File: config.mk
export PLATFORM = sky130hd
export DESIGN_NAME = dmem_arbiter
export DESIGN_NICKNAME = d
export VERILOG_FILES = /design/src/rtl/dmem_arb_pkg.sv /design/src/rtl/dmem_arb_stats.sv /design/src/rtl/dmem_arbiter.sv
export SDC_FILE = /design/constraint.sdc
export NUM_CORES = 1
export LEC_CHECK = 0
export CORE_AREA = 4 4 114 116
export CTS_CLUSTER_SIZE = 30
export DETAILED_ROUTE_END_ITERATION = 10
export DIE_AREA = 0 0 118 120
export DONT_BUFFER_PORTS = 1
export SYNTH_ARGS = -nofsm -noshare
export SYNTH_HDL_FRONTEND = slang
export SYNTH_SLANG_ARGS = --single-unit
export TNS_END_PERCENT = 10
File: constraint.sdc
create_clock -name i_clk -period 1.6 [get_ports i_clk]
set_clock_uncertainty 0.05 [all_clocks]
set_input_delay 0.32 -clock i_clk [delete_from_list [all_inputs] [get_ports i_clk]]
set_output_delay 0.32 -clock i_clk [all_outputs]
set_load 0.05 [all_outputs]
File: src/rtl/dmem_arb_pkg.sv
// Shared encodings for the data-memory arbiter: ownership states and port ids.
package dmem_arb_pkg;

  typedef enum logic [1:0] {
    ST_IDLE    = 2'd0,
    ST_OWN_CPU = 2'd1,
    ST_OWN_EXT = 2'd2
  } arb_state_t;

  localparam logic PORT_CPU = 1'b0;
  localparam logic PORT_EXT = 1'b1;

  function automatic logic owns_port(input arb_state_t st);
    return (st == ST_OWN_CPU) || (st == ST_OWN_EXT);
  endfunction

endpackage

File: src/rtl/dmem_arb_stats.sv
// Saturating grant/conflict counters for dmem_arbiter; present only when
// DMEM_ARB_STATS_EN is defined.
module dmem_arb_stats #(
  parameter int CNT_W = 16
) (
  input  logic             i_clk,
  input  logic             i_reset,
  input  logic             i_cpu_ack,
  input  logic             i_ext_ack,
  input  logic             i_conflict,
  output logic [CNT_W-1:0] o_cpu_grants,
  output logic [CNT_W-1:0] o_ext_grants,
  output logic [CNT_W-1:0] o_conflict
);

  logic [CNT_W-1:0] r_cpu_grants;
  logic [CNT_W-1:0] r_ext_grants;
  logic [CNT_W-1:0] r_conflict;

  always_ff @(posedge i_clk) begin
    if (!i_reset) begin
      r_cpu_grants <= '0;
      r_ext_grants <= '0;
      r_conflict   <= '0;
    end else begin
      if (i_cpu_ack && !(&r_cpu_grants)) r_cpu_grants <= r_cpu_grants + 1'b1;
      if (i_ext_ack && !(&r_ext_grants)) r_ext_grants <= r_ext_grants + 1'b1;
      if (i_conflict && !(&r_conflict))  r_conflict   <= r_conflict + 1'b1;
    end
  end

  assign o_cpu_grants = r_cpu_grants;
  assign o_ext_grants = r_ext_grants;
  assign o_conflict   = r_conflict;

endmodule

File: src/rtl/dmem_arbiter.sv
// Single-port data memory arbiter: CPU has fixed priority, ext gets a starvation
// guard and burst lock. Optional statistics under DMEM_ARB_STATS_EN.
//
// state      | meaning
// ST_IDLE    | nobody owns the memory, outputs parked at zero
// ST_OWN_CPU | CPU port drives the memory, acked while cpu_req held
// ST_OWN_EXT | ext port drives the memory, may be held with ext_lock
import dmem_arb_pkg::*;

module dmem_arbiter #(
  parameter int ADDR_W     = 32,
  parameter int DATA_W     = 32,
  parameter int STARVE_MAX = 4,
  parameter int CNT_W      = 16
) (
  input  logic              i_clk,
  input  logic              i_reset,
  input  logic              i_cpu_req,
  input  logic              i_cpu_we,
  input  logic [ADDR_W-1:0] i_cpu_addr,
  input  logic [DATA_W-1:0] i_cpu_wd,
  output logic [DATA_W-1:0] o_cpu_rd,
  output logic              o_cpu_ack,
  input  logic              i_ext_req,
  input  logic              i_ext_lock,
  input  logic              i_ext_we,
  input  logic [ADDR_W-1:0] i_ext_addr,
  input  logic [DATA_W-1:0] i_ext_wd,
  output logic [DATA_W-1:0] o_ext_rd,
  output logic              o_ext_ack,
  output logic              o_mem_we,
  output logic [ADDR_W-1:0] o_mem_addr,
  output logic [DATA_W-1:0] o_mem_wd,
  input  logic [DATA_W-1:0] i_mem_rd
`ifdef DMEM_ARB_STATS_EN
  ,
  output logic [CNT_W-1:0]  o_stat_cpu_grants,
  output logic [CNT_W-1:0]  o_stat_ext_grants,
  output logic [CNT_W-1:0]  o_stat_conflict
`endif
);

  localparam int WAIT_W = $clog2(STARVE_MAX + 1);
  localparam logic [WAIT_W-1:0] STARVE_LIM = WAIT_W'(STARVE_MAX);

  arb_state_t        r_state;
  arb_state_t        w_state_nxt;
  arb_state_t        w_pick;
  logic [WAIT_W-1:0] r_wait_cnt;
  logic              w_starved;
  logic              w_cpu_ack;
  logic              w_ext_ack;
  logic              w_sel_port;
  logic              w_owned;

  always_ff @(posedge i_clk) begin
    if (!i_reset) begin
      r_state    <= ST_IDLE;
      r_wait_cnt <= '0;
    end else begin
      r_state <= w_state_nxt;
      if (w_ext_ack)
        r_wait_cnt <= '0;
      else if (i_ext_req && (r_wait_cnt != STARVE_LIM))
        r_wait_cnt <= r_wait_cnt + 1'b1;
    end
  end

  assign w_starved = (r_wait_cnt == STARVE_LIM) && (r_state != ST_OWN_EXT);

  always_comb begin
    w_pick      = ST_IDLE;
    w_state_nxt = ST_IDLE;
    if (i_ext_req && (w_starved || !i_cpu_req))
      w_pick = ST_OWN_EXT;
    else if (i_cpu_req)
      w_pick = ST_OWN_CPU;
    // A locked burst holds ext ownership regardless of CPU priority.
    if ((r_state == ST_OWN_EXT) && i_ext_lock && i_ext_req)
      w_state_nxt = ST_OWN_EXT;
    else
      w_state_nxt = w_pick;
  end

  // Reset gates the acks so a write in flight when reset hits never commits.
  assign w_cpu_ack = i_reset && (r_state == ST_OWN_CPU) && i_cpu_req;
  assign w_ext_ack = i_reset && (r_state == ST_OWN_EXT) && i_ext_req;

  assign w_owned    = owns_port(r_state);
  assign w_sel_port = (r_state == ST_OWN_EXT) ? PORT_EXT : PORT_CPU;

  always_comb begin
    o_mem_we   = 1'b0;
    o_mem_addr = '0;
    o_mem_wd   = '0;
    if (w_owned) begin
      if (w_sel_port == PORT_EXT) begin
        o_mem_we   = i_ext_we & w_ext_ack;
        o_mem_addr = i_ext_addr;
        o_mem_wd   = i_ext_wd;
      end else begin
        o_mem_we   = i_cpu_we & w_cpu_ack;
        o_mem_addr = i_cpu_addr;
        o_mem_wd   = i_cpu_wd;
      end
    end
  end

  assign o_cpu_ack = w_cpu_ack;
  assign o_ext_ack = w_ext_ack;
  assign o_cpu_rd  = i_mem_rd;
  assign o_ext_rd  = i_mem_rd;

`ifdef DMEM_ARB_STATS_EN
  dmem_arb_stats #(
    .CNT_W (CNT_W)
  ) u_stats (
    .i_clk        (i_clk),
    .i_reset      (i_reset),
    .i_cpu_ack    (w_cpu_ack),
    .i_ext_ack    (w_ext_ack),
    .i_conflict   (i_cpu_req && i_ext_req),
    .o_cpu_grants (o_stat_cpu_grants),
    .o_ext_grants (o_stat_ext_grants),
    .o_conflict   (o_stat_conflict)
  );
`else
  logic w_unused_cnt_w;
  assign w_unused_cnt_w = ^CNT_W;
`endif

endmodule
# Word-level counts from Yosys, hierarchy flattened
# Index checks and enable logic that the tools add are counted.
[totals] wordCells=36 register_bits=5 out_inout_bits=131 input_bits=167
[classes] n_bitwise=3 reduce_logical=14 add_sub_neg=1 n_mux=10 eq_ne=5
[op_table] op="$mux 32" n=4
[op_table] op="$logic_and 1x1->1" n=9
[op_table] op="$mux 1" n=4
[op_table] op="$mux 2" n=2
[op_table] op="$add 3x1->3 const B" n=1
[op_table] op="$eq 3x3->1 const B" n=1
[op_table] op="$ne 3x3->1 const B" n=1
[op_table] op="$reduce_or 3->1" n=1
[op_table] op="$and 1x1->1" n=2
[op_table] op="$eq 2x1->1 const B" n=1
[op_table] op="$eq 2x2->1 const B" n=1
[op_table] op="$logic_or 1x1->1" n=2
[op_table] op="$ne 2x2->1 const B" n=1
[op_table] op="$reduce_or 2->1" n=1
[op_table] op="$logic_not 1->1" n=1
[op_table] op="$not 1->1" n=1

# Longest topological paths before layout
[depth] depth_word=6 depth_mapped=7 ltp_nobuf=5

# Worst setup path before layout
# Ideal clock, no wire load.
[synth_path] path_type="register to output" startpoint="register r_state[0]" endpoint="output o_mem_we" path_stages_with_launch=8 t_required_ns=1.230 path_slack_ns=-0.861 n_path_buf=2 arrival_ns=2.091 path_cell_list="dfxtp_1 -> inv_1 -> ha_1 -> buf_4 -> buf_6 -> and3_1 -> nand2_1 -> a21oi_1"
[synth_via] elab_chain_len=6 word_cells_on_any_way=12 cone_classes="eq/ne: 2; mux: 3; bitwise: 2; reduce/logical: 5"
[synth_lines] item="from (decl)" line_no="dmem_arbiter.sv:46" text="arb_state_t r_state;"
[synth_lines] item="from (signal assigned)" line_no="dmem_arbiter.sv:61" text="r_state <= w_state_nxt;"
[synth_lines] item="$eq 2x2->1" line_no="dmem_arbiter.sv:87" text="assign w_ext_ack = i_reset && (r_state == ST_OWN_EXT) && i_ext_req;"
[synth_lines] item="$logic_and 1x1->1 (2 in a row)" line_no="dmem_arbiter.sv:87"
[synth_lines] item="via o_ext_ack" line_no="dmem_arbiter.sv:30" text="output logic o_ext_ack,"
[synth_lines] item="$and 1x1->1" line_no="dmem_arbiter.sv:98" text="o_mem_we = i_ext_we & w_ext_ack;"
[synth_lines] item="$mux 1" line_no="dmem_arbiter.sv:97" text="if (w_sel_port == PORT_EXT) begin"
[synth_lines] item="$mux 1" line_no="dmem_arbiter.sv:96" text="if (w_owned) begin"
[synth_lines] item="to (decl)" line_no="dmem_arbiter.sv:31" text="output logic o_mem_we,"
# The timed path passes the listed nets, and every way through them passes these cells.

# Final worst setup path
[layout_path] startpoint="register r_state[0]" endpoint="output o_mem_wd[25]"
[layout_via] elab_chain_len=4 word_cells_on_any_way=6 cone_classes="eq/ne: 2; mux: 3; reduce/logical: 1"
[layout_lines] item="$eq 2x2->1" line_no="dmem_arb_pkg.sv:14, dmem_arbiter.sv:90"
[layout_lines] item="$mux 1" line_no="dmem_arbiter.sv:90" text="assign w_sel_port = (r_state == ST_OWN_EXT) ? PORT_EXT : PORT_CPU;"
[layout_lines] item="$mux 32" line_no="dmem_arbiter.sv:97"
[layout_lines] item="$mux 32 (*)" line_no="dmem_arbiter.sv:96"
[layout_lines] item="to (decl)" line_no="dmem_arbiter.sv:33" text="output logic [DATA_W-1:0] o_mem_wd,"
# Mark *: on every way between the ends. The rest lies on a longest branch, timed or not.

==> impl_metrics.toml <==
[run_status]
outcome = "finished, violations left"
violations = "negative setup slack"

[logic_synthesis]
ys_top_cells_by_area = "mux2i_1, buf_4, nor2_1, dfxtp_1, ha_1"
ys_types = 23
yosys.area.top_type_share_pct = 36.2
avgSynthCellArea_um2 = 7.28
syn_area_um2 = 1770
synthArstFlopShare_pct = 0
ys_warn_count = 0
synthTopCellsByCount = "buf_4, nor2_1, mux2i_1"
syn_inst = 243
synth-edff-count = 0
yosys.area.top_type = "mux2i_1"
synth_seq_area_share_pct = 5.66
syn-num-nets = 414
yosysMostFrequentCell = "buf_4"
synth_seq_cells = 5
synth_flop_cell = "dfxtp_1"

[setup_path]
crit_chain = "inv_2, ha_4, clkbuf_16, mux2i_2, nor2_4, buf_12"
critPathLaunch = "r_state[0]$_SDFF_PP0_"
crit_fanout = 10
crit_path_end_kind = "output port"
setup.worst_path.class = "flop to output port"
critPathBufInv = 3
worstReg2RegStart = "r_state[0]$_SDFF_PP0_"
slowest_delay_ps = 310
reg2regPathDepth = 6
cp_top_family = "buffers and inverters"
required_ps = 1230
r2r_setup_slack_ps = 140
arrival_ps = 1610
cp-start-kind = "flop"
rr_endpoint = "r_state[1]$_SDFF_PN0_"
crit_cells = 6
slowest_stage = "dfxtp_2"
endpoint = "o_mem_wd[25]"

[cts]
clk_latency_ps = 230
clkTransAtPathRegs_ps = 30
cts_tree = "yes"
clock_path_buffers = 2
root_buffer = "clkbuf_16"
htree_levels = 1
cts.sinks = 5
cts-buffers-inserted = 3

[global_routing]
grt_max_degree = 41
grt_pass1_wl_um = 9670
grt_pass1_vias = 1829
antenna_found_initial = 0
grtUsageTotal_pct = 8.39
grt-ovfl-total = 0

[timing]
slew_headroom_pct = 81.5
clock.fmax_mhz = 505
finalSetupViolations = 66
min_period_ps = 1980
worst_pin_slew_ps = 270
hold_viol = 0
fin_crit_sh_pct = 124
slew_viol_final = 0
fin_ws_ps = -379
rsz0062_at_grt = "yes"

[final_layout]
nNetsFinal = 426
antenna_cells = 0
multi_input_area_um2 = 1750
syn2layout_area_growth_pct = 114
drive_gt1_share_pct = 81.1
layoutNonFillerInstCount = 401
stdcell_area_um2 = 3790
seq_area_um2 = 103
nFillCells = 1201

[detailed_routing]
drc_errors = 0
drt_wl_total_um = 7560
viasPerCell = 4.14
vias = 1659
wl_per_cell_um = 18.8
ant_nets = 0
first_pass_iters = 4
drt_iter0_markers = 59

[run]
maxCapViolCount = 0

[die]
die_area_um2 = 14200
std_cell_rows = 40
io_pins = 298
dieWidth_um = 118
core_um2 = 11900
fp.dieH_um = 120
start_util_pct = 14.8

[place]
numPortBuffers = 0
dp_cells = 390
pre_cts_ws_ps = -170
post_dp_cell_area_um2 = 3340
gp_congestion = 0.677
dp_hpwl_um = 5700

[power_and_ir_drop]
vdd_drop_max_mv = 0.280
p_leak_nw = 1.29
power_density_nw_per_um2 = 566

[min_path]
hold_class = "input pin to flop"
layout by cell type, fill, tap and decap left out, drive strengths merged:
master  instances
buf            82
nand3           1
a211oi          2
ha              4
inv             5
nor2           65
and3b           2
a21oi           3
a31oi           1
and2            1
and3            2
o211a           1
mux2i          64
nand3b          2
dfxtp           5
o21a            1
nand2           4
o21ai           1
clkbuf          8
metrics by stage:
| step | total power, mW | util (%) | hold slack, ps | setup TNS (ps) |
|---|---|---|---|---|
| finish | 2.15 | 31.8 | 160 | -22290 |
| global route | 2.22 | 31.8 | 166 | -26830 |
| CTS | 2.08 | 29.2 | 160 | -22160 |
| detailed placement | 1.65 | 28.0 | 393 | -5450 |
| global placement | 1.62 | 28.0 | 390 | -3610 |
| floorplan | 1.44 | - | 382 | -3090 |
logic make-up (layout without fill, tap and decap cells):
kind of cell | Yosys count | in the layout | share of synthesized area (%)
buffers and inverters | 84 | 95 | 33.4
AND/OR/NAND/NOR | 77 | 77 | 18.5
multiplexers | 64 | 64 | 36.2
AO/OA/AOI/OAI | 9 | 9 | 3.33
flip-flops | 5 | 5 | 5.66
adder cells (fa/ha/maj) | 4 | 4 | 2.83
report_power, final:
group          switching, mW  total [mW]  internal [mW]
logic                  0.841        1.59          0.753
clock network         0.0830       0.413          0.330
registers            0.00631       0.140          0.133
worst min path at each step:
stage / start / endpoint / slack (ps) / cells after the start
finish: i_reset / r_wait_cnt[1]$_SDFFE_PP0P_ / 160 / 1
global route: i_reset / r_wait_cnt[1]$_SDFFE_PP0P_ / 170 / 1
global placement: i_reset / r_state[0]$_SDFF_PP0_ / 390 / 2
detailed placement: i_reset / r_wait_cnt[1]$_SDFFE_PP0P_ / 390 / 1
floorplan: i_reset / r_state[0]$_SDFF_PP0_ / 380 / 2
CTS: i_reset / r_wait_cnt[1]$_SDFFE_PP0P_ / 160 / 1
worst reg2reg max path: cells and delay by family (launching register included):
kind	cells	cell delay (ps)
buffers and inverters	2	290
flip-flops	1	310
adder cells (fa/ha/maj)	1	260
AO/OA/AOI/OAI	1	100
AND/OR/NAND/NOR	2	320
routing by layer:
layer | global-route usage, % | vias to the layer above | share of wire (%)
met2 | 16.3 | 119 | 56
met4 | 2.93 | 0 | 1.9
met5 | 0 | - | 0
met3 | 2.54 | 25 | 8.7
li1 | - | 765 | -
met1 | 8.43 | 750 | 33
state kept, by name, summed over array words and instances, names as in the netlist:
name / cells
r_state: 2
r_wait_cnt: 3
area by class of cell:
| type | count | share of cell area [%] |
|---|---|---|
| multi-input combinational | 154 | 46.2 |
| timing repair buffer | 86 | 43.7 |
| tap | 147 | 4.85 |
| sequential | 5 | 2.71 |
| clock buffer | 4 | 2.08 |
| inverter | 5 | 0.495 |
timing repair:
item / 4_1_cts / 5_1_grt
hold buffers: 0 / 0
pin swaps: 0 / 2
gates cloned: 0 / 5
setup endpoints to repair: 66 / 66
gates resized for setup: 16 / 40
buffers inserted: 0 / 2
(Power assumes the default switching activity.)
